$ cat config.mk
export PLATFORM = sky130hd
export DESIGN_NAME = seq_trigger_detector_flat
export DESIGN_NICKNAME = d
export VERILOG_FILES = /design/src/rtl/seq_trigger_detector_pkg.sv /design/src/rtl/seq_trigger_detector_if.sv /design/src/rtl/seq_trigger_detector_timer.sv /design/src/rtl/seq_trigger_detector.sv /design/src/flat_wrapper.sv
export SDC_FILE = /design/constraint.sdc
export NUM_CORES = 1
export LEC_CHECK = 0
export BUFFER_PORTS_ARGS = -buffer_cell sky130_fd_sc_hd__clkbuf_2
export CAP_MARGIN = 20
export CORE_AREA = 4 4 252 254
export CTS_CLUSTER_SIZE = 16
export DETAILED_ROUTE_END_ITERATION = 6
export DIE_AREA = 0 0 256 258
export GPL_ROUTABILITY_DRIVEN = 0
export GPL_TIMING_DRIVEN = 0
export SYNTH_ARGS = -nofsm -noshare
export SYNTH_HDL_FRONTEND = slang
export SYNTH_SLANG_ARGS = --single-unit
$ cat constraint.sdc
create_clock -name clk -period 6.6 [get_ports clk]
set_input_delay 1.32 -clock clk [delete_from_list [all_inputs] [get_ports clk]]
set_output_delay 1.32 -clock clk [all_outputs]
set_load 0.1 [all_outputs]
$ cat src/rtl/seq_trigger_detector_pkg.sv
// Shared types and helpers for the sequence-trigger monitor.
package seq_trig_pkg;

  // Monitor progress: IDLE has no matches, TRACK is part-way, FIRED has seen the whole sequence.
  typedef enum logic [1:0] {
    IDLE  = 2'd0,
    TRACK = 2'd1,
    FIRED = 2'd2
  } state_e;

  // Bits needed to hold values 0..value-1, never less than one bit.
  function automatic int clog2_min1(input int value);
    return (value <= 2) ? 1 : $clog2(value);
  endfunction

endpackage

$ cat src/rtl/seq_trigger_detector_if.sv
// Bus bundle between the monitored datapath and the sequence-trigger monitor.
interface seq_trigger_detector_if
  import seq_trig_pkg::*;
#(
  parameter int DATA_W = 128,
  parameter int DEPTH  = 4
);

  localparam int SW = clog2_min1(DEPTH + 1);

  logic                    en;
  logic                    clr;
  logic                    data_vld;
  logic [DATA_W-1:0]       data;
  logic [DEPTH*DATA_W-1:0] pattern;
  logic                    trig;
  logic                    trig_pulse;
  logic [SW-1:0]           stage;

  // Datapath side: presents samples and patterns, observes the trigger.
  modport master (
    output en, clr, data_vld, data, pattern,
    input  trig, trig_pulse, stage
  );

  // Monitor side.
  modport slave (
    input  en, clr, data_vld, data, pattern,
    output trig, trig_pulse, stage
  );

endinterface

$ cat src/rtl/seq_trigger_detector_timer.sv
// Inter-match timeout counter; collapses to a constant "never expires" when TIMEOUT is 0.
module seq_trig_timer
  import seq_trig_pkg::*;
#(
  parameter int TIMEOUT = 0
) (
  input  logic clk,
  input  logic rst_n,
  input  logic clr,
  input  logic inc,
  output logic expire
);

  localparam int TW = clog2_min1(TIMEOUT + 1);

  generate
    if (TIMEOUT > 0) begin : g_timer
      localparam logic [TW-1:0] LAST = TW'(TIMEOUT - 1);

      logic [TW-1:0] count_q;

      // Count idle cycles between matches; clear has priority over increment.
      always_ff @(posedge clk or negedge rst_n) begin
        if (!rst_n) begin
          count_q <= '0;
        end else if (clr) begin
          count_q <= '0;
        end else if (inc) begin
          count_q <= count_q + 1'b1;
        end
      end

      // Expiry is flagged during the last permitted idle cycle so the caller can
      // still let a match in that same cycle win.
      assign expire = (count_q == LAST);
    end else begin : g_tied
      logic unused_ctrl;

      assign unused_ctrl = clr ^ inc ^ clk ^ rst_n;
      assign expire      = 1'b0;
    end
  endgenerate

endmodule

$ cat src/rtl/seq_trigger_detector.sv
// Sequence-trigger monitor: fires once DEPTH programmed patterns are seen in order on the bus.
module seq_trigger_detector
  import seq_trig_pkg::*;
#(
  parameter int DATA_W  = 128,
  parameter int DEPTH   = 4,
  parameter int STRICT  = 0,
  parameter int TIMEOUT = 0,
  parameter int STICKY  = 1
) (
  input logic                 clk,
  input logic                 rst_n,
  seq_trigger_detector_if.slave bus
);

  localparam int SW = clog2_min1(DEPTH + 1);
  localparam logic [SW-1:0] LAST_STAGE = SW'(DEPTH);

  generate
    if (DEPTH < 1 || DATA_W < 1) begin : g_bad_cfg
      $error("seq_trigger_detector: DEPTH and DATA_W must both be at least 1");
    end
  endgenerate

  state_e            state_q, state_d;
  logic [SW-1:0]     stage_q, stage_d;
  logic [SW-1:0]     base_stage;
  logic              trig_q, pulse_q;
  logic              enter_fired;
  logic              armed;
  logic              sample;
  logic              hit;
  logic              hit_first;
  logic              tmr_clr, tmr_inc, tmr_expire;
  logic [DATA_W-1:0] pats [DEPTH];

  // Unpack the pattern bus and compare the sample against the pattern due next.
  always_comb begin
    for (int k = 0; k < DEPTH; k++) begin
      pats[k] = bus.pattern[k*DATA_W +: DATA_W];
    end
    // A pulse-mode FIRED cycle already behaves as IDLE for the incoming sample.
    armed      = (state_q != FIRED) || (STICKY == 0);
    base_stage = (state_q == FIRED) ? '0 : stage_q;
    sample     = bus.en & bus.data_vld;
    hit        = sample && (bus.data == pats[base_stage]);
    hit_first  = (bus.data == pats[0]);
  end

  // Next-state, stage and timer control; clear beats everything, then a match beats timeout.
  always_comb begin
    // NOTE: every output of this block gets a default first so no path leaves it unassigned and no latch is inferred.
    state_d     = state_q;
    stage_d     = stage_q;
    enter_fired = 1'b0;
    tmr_clr     = 1'b0;
    tmr_inc     = 1'b0;

    if (bus.clr) begin
      state_d = IDLE;
      stage_d = '0;
      tmr_clr = 1'b1;
    end else if (!armed) begin
      // Sticky FIRED: hold everything until clear or reset.
      tmr_clr = 1'b1;
    end else begin
      stage_d = base_stage;
      state_d = (base_stage == '0) ? IDLE : TRACK;
      if (hit) begin
        stage_d = base_stage + 1'b1;
        tmr_clr = 1'b1;
        if (stage_d == LAST_STAGE) begin
          state_d     = FIRED;
          enter_fired = 1'b1;
        end else begin
          state_d = TRACK;
        end
      end else if (sample && (STRICT != 0)) begin
        // A stray sample restarts the sequence, reusing it as the first element if it fits.
        stage_d = hit_first ? SW'(1) : '0;
        state_d = hit_first ? TRACK : IDLE;
        tmr_clr = 1'b1;
      end else if ((state_q == TRACK) && bus.en) begin
        if (tmr_expire) begin
          stage_d = '0;
          state_d = IDLE;
          tmr_clr = 1'b1;
        end else begin
          tmr_inc = 1'b1;
        end
      end else if (state_q != TRACK) begin
        tmr_clr = 1'b1;
      end
    end
  end

  // State, progress and registered trigger outputs.
  always_ff @(posedge clk or negedge rst_n) begin
    // NOTE: non-blocking assignments make every flop here update from pre-edge values, independent of statement order.
    if (!rst_n) begin
      state_q <= IDLE;
      stage_q <= '0;
      trig_q  <= 1'b0;
      pulse_q <= 1'b0;
    end else begin
      state_q <= state_d;
      stage_q <= stage_d;
      trig_q  <= (state_d == FIRED);
      pulse_q <= enter_fired;
    end
  end

  seq_trig_timer #(
    .TIMEOUT (TIMEOUT)
  ) u_timer (
    .clk    (clk),
    .rst_n  (rst_n),
    .clr    (tmr_clr),
    .inc    (tmr_inc),
    .expire (tmr_expire)
  );

  assign bus.trig       = trig_q;
  assign bus.trig_pulse = pulse_q;
  assign bus.stage      = stage_q;

endmodule

$ cat src/flat_wrapper.sv
// flat-port wrapper written by rule: the top's interface ports become plain ports
module seq_trigger_detector_flat import seq_trig_pkg::*;
#(
  parameter int DATA_W  = 128,
  parameter int DEPTH   = 4,
  parameter int STRICT  = 0,
  parameter int TIMEOUT = 0,
  parameter int STICKY  = 1
)
  (clk, rst_n, bus_en, bus_clr, bus_data_vld, bus_data, bus_pattern, bus_trig, bus_trig_pulse, bus_stage);
  seq_trigger_detector_if #(.DATA_W(DATA_W), .DEPTH(DEPTH)) bus_i ();
  input logic clk;
  input logic rst_n;
  input wire logic [$bits(bus_i.en)-1:0] bus_en;
  input wire logic [$bits(bus_i.clr)-1:0] bus_clr;
  input wire logic [$bits(bus_i.data_vld)-1:0] bus_data_vld;
  input wire logic [$bits(bus_i.data)-1:0] bus_data;
  input wire logic [$bits(bus_i.pattern)-1:0] bus_pattern;
  output wire logic [$bits(bus_i.trig)-1:0] bus_trig;
  output wire logic [$bits(bus_i.trig_pulse)-1:0] bus_trig_pulse;
  output wire logic [$bits(bus_i.stage)-1:0] bus_stage;
  assign bus_i.en = bus_en;
  assign bus_i.clr = bus_clr;
  assign bus_i.data_vld = bus_data_vld;
  assign bus_i.data = bus_data;
  assign bus_i.pattern = bus_pattern;
  assign bus_trig = bus_i.trig;
  assign bus_trig_pulse = bus_i.trig_pulse;
  assign bus_stage = bus_i.stage;
  seq_trigger_detector #(.DATA_W(DATA_W), .DEPTH(DEPTH), .STRICT(STRICT), .TIMEOUT(TIMEOUT), .STICKY(STICKY)) u_core (.clk(clk), .rst_n(rst_n), .bus(bus_i));
endmodule
# Yosys cells after proc, flatten, opt, wreduce, memory -nomap -nowiden
# Index checks and enable logic that the tools add are counted.
# totals
ff_bits,7
in_bits,645
output_inout_bits,5
elab_cells,32
# classes
addsub,1
n_lt_le_gt_ge,1
n_eq_ne,5
mux,16
n_bitwise,2
n_reduce_logical,3
# ops
operator,n
binary-select mux 128 bit (select 2 bit),1
2-to-1 mux 128 bit,2
== test 128 bit,1
2-to-1 mux 3 bit,4
2-to-1 mux 2 bit,4
2-to-1 mux 1 bit,5
"== test 2 bit, second input constant",2
"greater-or-equal comparator 4 x 3 -> 1 bit, second input constant",1
NOT 3 -> 4 bit,1
"adder 3 x 1 -> 3 bit, second input constant",1
"== test 3 bit, second input constant",1
logical NOT 3 bit,1
"inequality test 2 bit, second input constant",1
nonzero test 2 bit,1
bitwise AND 1 bit,1
logical AND 1 bit,1

# Logic depth before layout (Yosys ltp)
# depth
depth_word,12
ltp_mapped,16
ltp_nobuf,11

# Cells and area by module
# From an unflattened synthesis, not the netlist that was laid out.
# hier_totals
hier_cells,1152
area_unflattened_um2,7528.5
# modules_own_cells
module,n_inst,cells_per_inst,area_per_inst_um2,seq_area_each_um2
seq_trigger_detector,1,1150,7517.2,175.2
seq_trig_timer,1,2,11.3,0.0

# Least setup slack after synthesis
# OpenSTA, ideal clock, no wires.
# synth_timing
path_kind,input -> register
startpoint,input port bus_pattern[14]
endpoint,"register u_core.stage_q[1], in the netlist u_core.bus.stage[1]"
setup_ns,0.119
t_arrival_ns,3.891
t_required_ns,6.481
path_slack_ns,2.591
cell_stages,10
n_path_buf,0
path_cell_list,nor2_2 -> a31oi_1 -> nor2_1 -> mux2_2 -> or4_1 -> or4_1 -> or4_4 -> nor4_4 -> mux2i_1 -> nor2_1
# synth_via
elab_chain_cells,8
# synth_rtl
item,line,text
"start, declared",flat_wrapper.sv:18,input wire logic [$bits(bus_i.pattern)-1:0] bus_pattern;
binary-select mux 128 bit (select 2 bit),seq_trigger_detector.sv:46,hit = sample && (bus.data == pats[base_stage]);
2-to-1 mux 128 bit (implied by the code) (2 in series),seq_trigger_detector.sv:46,
== test 128 bit,seq_trigger_detector.sv:46,
logical AND 1 bit,seq_trigger_detector.sv:46,
2-to-1 mux 3 bit,seq_trigger_detector.sv:69,if (hit) begin
2-to-1 mux 3 bit,seq_trigger_detector.sv:63,end else if (!armed) begin
2-to-1 mux 3 bit,seq_trigger_detector.sv:59,if (bus.clr) begin
"end signal, assigned",seq_trigger_detector.sv:107,stage_q <= stage_d;
"end, declared",seq_trigger_detector.sv:26,"logic [SW-1:0] stage_q, stage_d;"
# No other way between the ends. The select of a mux whose other input is x is not followed.
# A chain may end at the register's enable or synchronous reset.

# Worst setup path after layout
# layout_timing
startpoint,"register u_core.stage_q[1], in the netlist u_core.bus.stage[1]"
endpoint,"register u_core.stage_q[1], in the netlist u_core.bus.stage[1]"
# layout_via
elab_chain_cells,10
word_cells_on_any_way,11
cone_classes,1 x add/sub; 1 x eq/ne; 7 x mux; 1 x bitwise; 1 x reduce/logical
# layout_rtl
item,line,text
2-to-1 mux 3 bit *,seq_trigger_detector.sv:44,base_stage = (state_q == FIRED) ? '0 : stage_q;
NOT 3 -> 4 bit (implied by the code),seq_trigger_detector.sv:46,
binary-select mux 128 bit (select 2 bit),seq_trigger_detector.sv:46,
2-to-1 mux 128 bit (implied by the code) (2 in series),seq_trigger_detector.sv:46,
== test 128 bit,seq_trigger_detector.sv:46,
logical AND 1 bit,seq_trigger_detector.sv:46,
2-to-1 mux 3 bit *,seq_trigger_detector.sv:69,
2-to-1 mux 3 bit *,seq_trigger_detector.sv:63,
2-to-1 mux 3 bit *,seq_trigger_detector.sv:59,
# Every way passes the cells marked *; elsewhere a longest branch is shown, timed or not. The select of a mux whose other input is x is not followed.

==> results.tsv <==
metric	value	unit
Final Critical Period	5.43	ns
setup TNS	0	ns
CTS Buf Count	3	
FFs w/ async S/R, synth	1.00	
Post-Synthesis Net Count	1833	
CTS tree	built	
max-slew violation count	0	
required time of the critical path	6.72	ns
YS warnings	0	
multi-input logic area	6420	um2
sequential fraction of the synthesis area	0.0227	
# clock sinks	7	
Most Frequent Cell on Critical Path	buf_2	
CP arrival	5.56	ns
top_reg_cell synth	dfrtp_1	
reg2reg end	u_core.bus.stage[1]	
DR vias/cell	5.06	
TritonRoute pass-1 iters	6	
CP max FO	10	
Clock Latency Late Sink	0.24	ns
Die H	258	um
Post-Layout Inst Area	12100	um2
reg-to-reg critical path startpoint	u_core.bus.stage[1]	
RSZ-0062 raised after global routing	false	
CTS-repair resized insts	0	
crit-path cells	buf_4 -> buf_2 -> buf_2 -> buf_2 -> buf_1 -> o221ai_1 -> a222oi_1 -> nand2_1 -> nor4_1 -> nand4_1 -> nor4_4 -> mux2i_1 -> nor2_1	
ratio of cells with drive above 1 in the final layout	0.409	
register area	175	um2
area leader, netlist	mux2i_1	
post-route insts no fill	2650	
Synth area leaders	mux2i_1 (14%), o221ai_1 (7.8%), nor2_1 (7.3%)	
CTS Buffer Depth	2	
Hold Vio Cnt, Final	0	
port bufs	649	
FF+latch count, synth	7	
Synth top cells by count	nor2_1 (150), inv_1 (122), mux2i_1 (105), nand3_1 (89), a31oi_1 (80)	
kind of start point of the critical path	flip-flop	
min-delay worst type	reg -> reg	
Internal	367	uW
Antenna Nets Post-Route	0	
placed inst area	12000	um2
die area	66000	um2
P_sw	288	uW
Post-route DRC	0	
area grow syn2layout	56.9	%
GRT Util Overall	0.265	
Hold Crit Depth	2	
setup repair bufs after CTS	0	
num ports	650	
peak supply drop	48.1	uV
Syn Area/Cell	6.50	um2
DP HPWL	81600	um
pwr/cell area	54.2	nW/um2
Slew headroom	0.214	
share of the synthesized area in the top cell type	0.136	
H-tree depth	1	
reg2reg path depth	13	
CP max stage cell	buf_1	
min-delay src	u_core.bus.stage[2]	
Post-Syn Instances	1185	
clock-pin slew on the worst setup and hold paths	0.04	ns
FF-to-FF setup slack	1.17	ns
WL final	93700	um
Clock Power Share	0.163	
crit path kind	reg -> reg	
Power Total	655	uW
Die Wd	256	um
Post-synth EDFFs	0	
skew final	0.00196	ns
WL/cell	35.4	um
Static Leakage	5.56	nW
vias in the first global route	13300	
most common cell in the netlist	nor2_1	
max-cap violation count	0	
Final period util	0.823	
largest net degree at the start of global routing	11	
total congestion overflow	0	
Crit. End Element	flip-flop	
Mapped Area	7700	um2
# placed instances	2626	
endpoints failing setup	0	
Hold Path Sink	u_core.bus.stage[2]	
Core Box Area	61300	um2
first-pass GRT wire length	120000	um
Sequential Power Share	0.066	
Vias	13400	
Sw Ratio	0.439	
DRT iter0 DRCs	1499	
Fill cells	7203	
Yosys cell types	76	
Initial Util	0.126	
layout net count	2489	
Worst Tran Pin Value	1.18	ns
clk root buf	clkbuf_16	
fmax	184	MHz
Crit path largest cell delay	0.79	ns
status	finished clean	
Row Count	91	
antenna violations before repair	49	
Post-CTS Hold Buffers	0	
Logic pwr share	0.771	
-- power by group through the flow --
stage / clock network [mW] / logic (mW) / registers (mW)
final: 0.107 / 0.505 / 0.0432
after global routing: 0.108 / 0.543 / 0.0431
after CTS: 0.107 / 0.500 / 0.0432
after detailed placement: 0 / 0.497 / 0.0437
after global placement: 0 / 0.493 / 0.0437
after floorplan: 0 / 0.177 / 0.0437
-- flip-flops by register name (all words and copies together) (netlist names) --
signal,flops
u_core.bus.stage,3
u_core.state_q,2
u_core.bus.trig,1
u_core.bus.trig_pulse,1
-- per-stage QoR --
step | hold slack, ns | worst slack, ns | util
after floorplan | 0.934 | 2.59 | -
after CTS | 0.602 | 1.26 | 0.196
after detailed placement | 0.598 | 1.28 | 0.195
after global routing | 0.668 | 1.04 | 0.197
final | 0.596 | 1.17 | 0.197
after global placement | 0.596 | 1.24 | 0.195
-- cell type report --
cell class / instances / area share
clock buffer: 4 / 0.00652
tap: 790 / 0.0818
buffer: 104 / 0.0528
inverter: 125 / 0.0390
antenna: 20 / 0.00414
sequential: 7 / 0.0145
timing repair buffer: 651 / 0.270
multi-input combinational: 949 / 0.531
-- layout by cell type (no fill, tap or decap), types with 9 or more instances in the layout --
cell | synthesis | routed
a211oi_1 | 19 | 19
buf_4 | 21 | 21
a22oi_1 | 13 | 13
nor3_1 | 15 | 15
clkbuf_1 | 17 | 18
buf_2 | 33 | 33
a221o_1 | 9 | 9
nor2b_1 | 15 | 15
nand3_1 | 89 | 89
a221oi_1 | 12 | 12
nor4_1 | 15 | 15
mux2_2 | 13 | 13
buf_1 | 16 | 17
o21ai_0 | 35 | 35
xor2_1 | 37 | 37
inv_1 | 122 | 122
clkbuf_2 | 0 | 649
o22ai_1 | 44 | 44
mux2i_1 | 105 | 105
o221ai_1 | 69 | 69
nand4_1 | 31 | 31
nand2b_1 | 19 | 19
a31oi_1 | 80 | 80
nor2_1 | 150 | 150
nand2_1 | 26 | 26
buf_6 | 17 | 17
a21oi_1 | 32 | 32
diode_2 | 0 | 20
-- cells by family (layout without fill, tap and decap cells) --
kind of cell	after synthesis	count (layout)	share of synthesized area
mux	118	118	0.155
buf+inv	229	884	0.144
fa+ha+maj	3	3	0.00487
other cells	0	20	0
simple gates	395	395	0.255
flops	7	7	0.0227
compound gates	389	389	0.367
xor+xnor	44	44	0.0500
-- how the worst max path moves through the flow --
stage | from | endpoint | slack [ns] | depth (start not counted)
global placement | u_core.bus.stage[1] | u_core.bus.stage[1] | 1.24 | 13
finish | u_core.bus.stage[1] | u_core.bus.stage[1] | 1.17 | 13
floorplan | bus_pattern[14] | u_core.bus.stage[1] | 2.59 | 10
detailed placement | u_core.bus.stage[1] | u_core.bus.stage[1] | 1.28 | 13
CTS | u_core.bus.stage[1] | u_core.bus.stage[1] | 1.26 | 13
global route | u_core.bus.stage[1] | u_core.bus.stage[2] | 1.04 | 13
-- worst max-delay path, delay by kind of cell, from the launching register on --
kind	cells	cell delay [ns]
buffers and inverters	5	2.02
and+or+nand+nor	5	1.66
AOI/OAI and AO/OA	2	0.93
DFF	1	0.40
muxes	1	0.27
-- per-layer routing --
layer,global-route usage,wire [um]
met1,0.305,35600
met2,0.493,47700
met3,0.0701,8050
met4,0.0573,1990
met5,0,306
(Power assumes the default switching activity.)
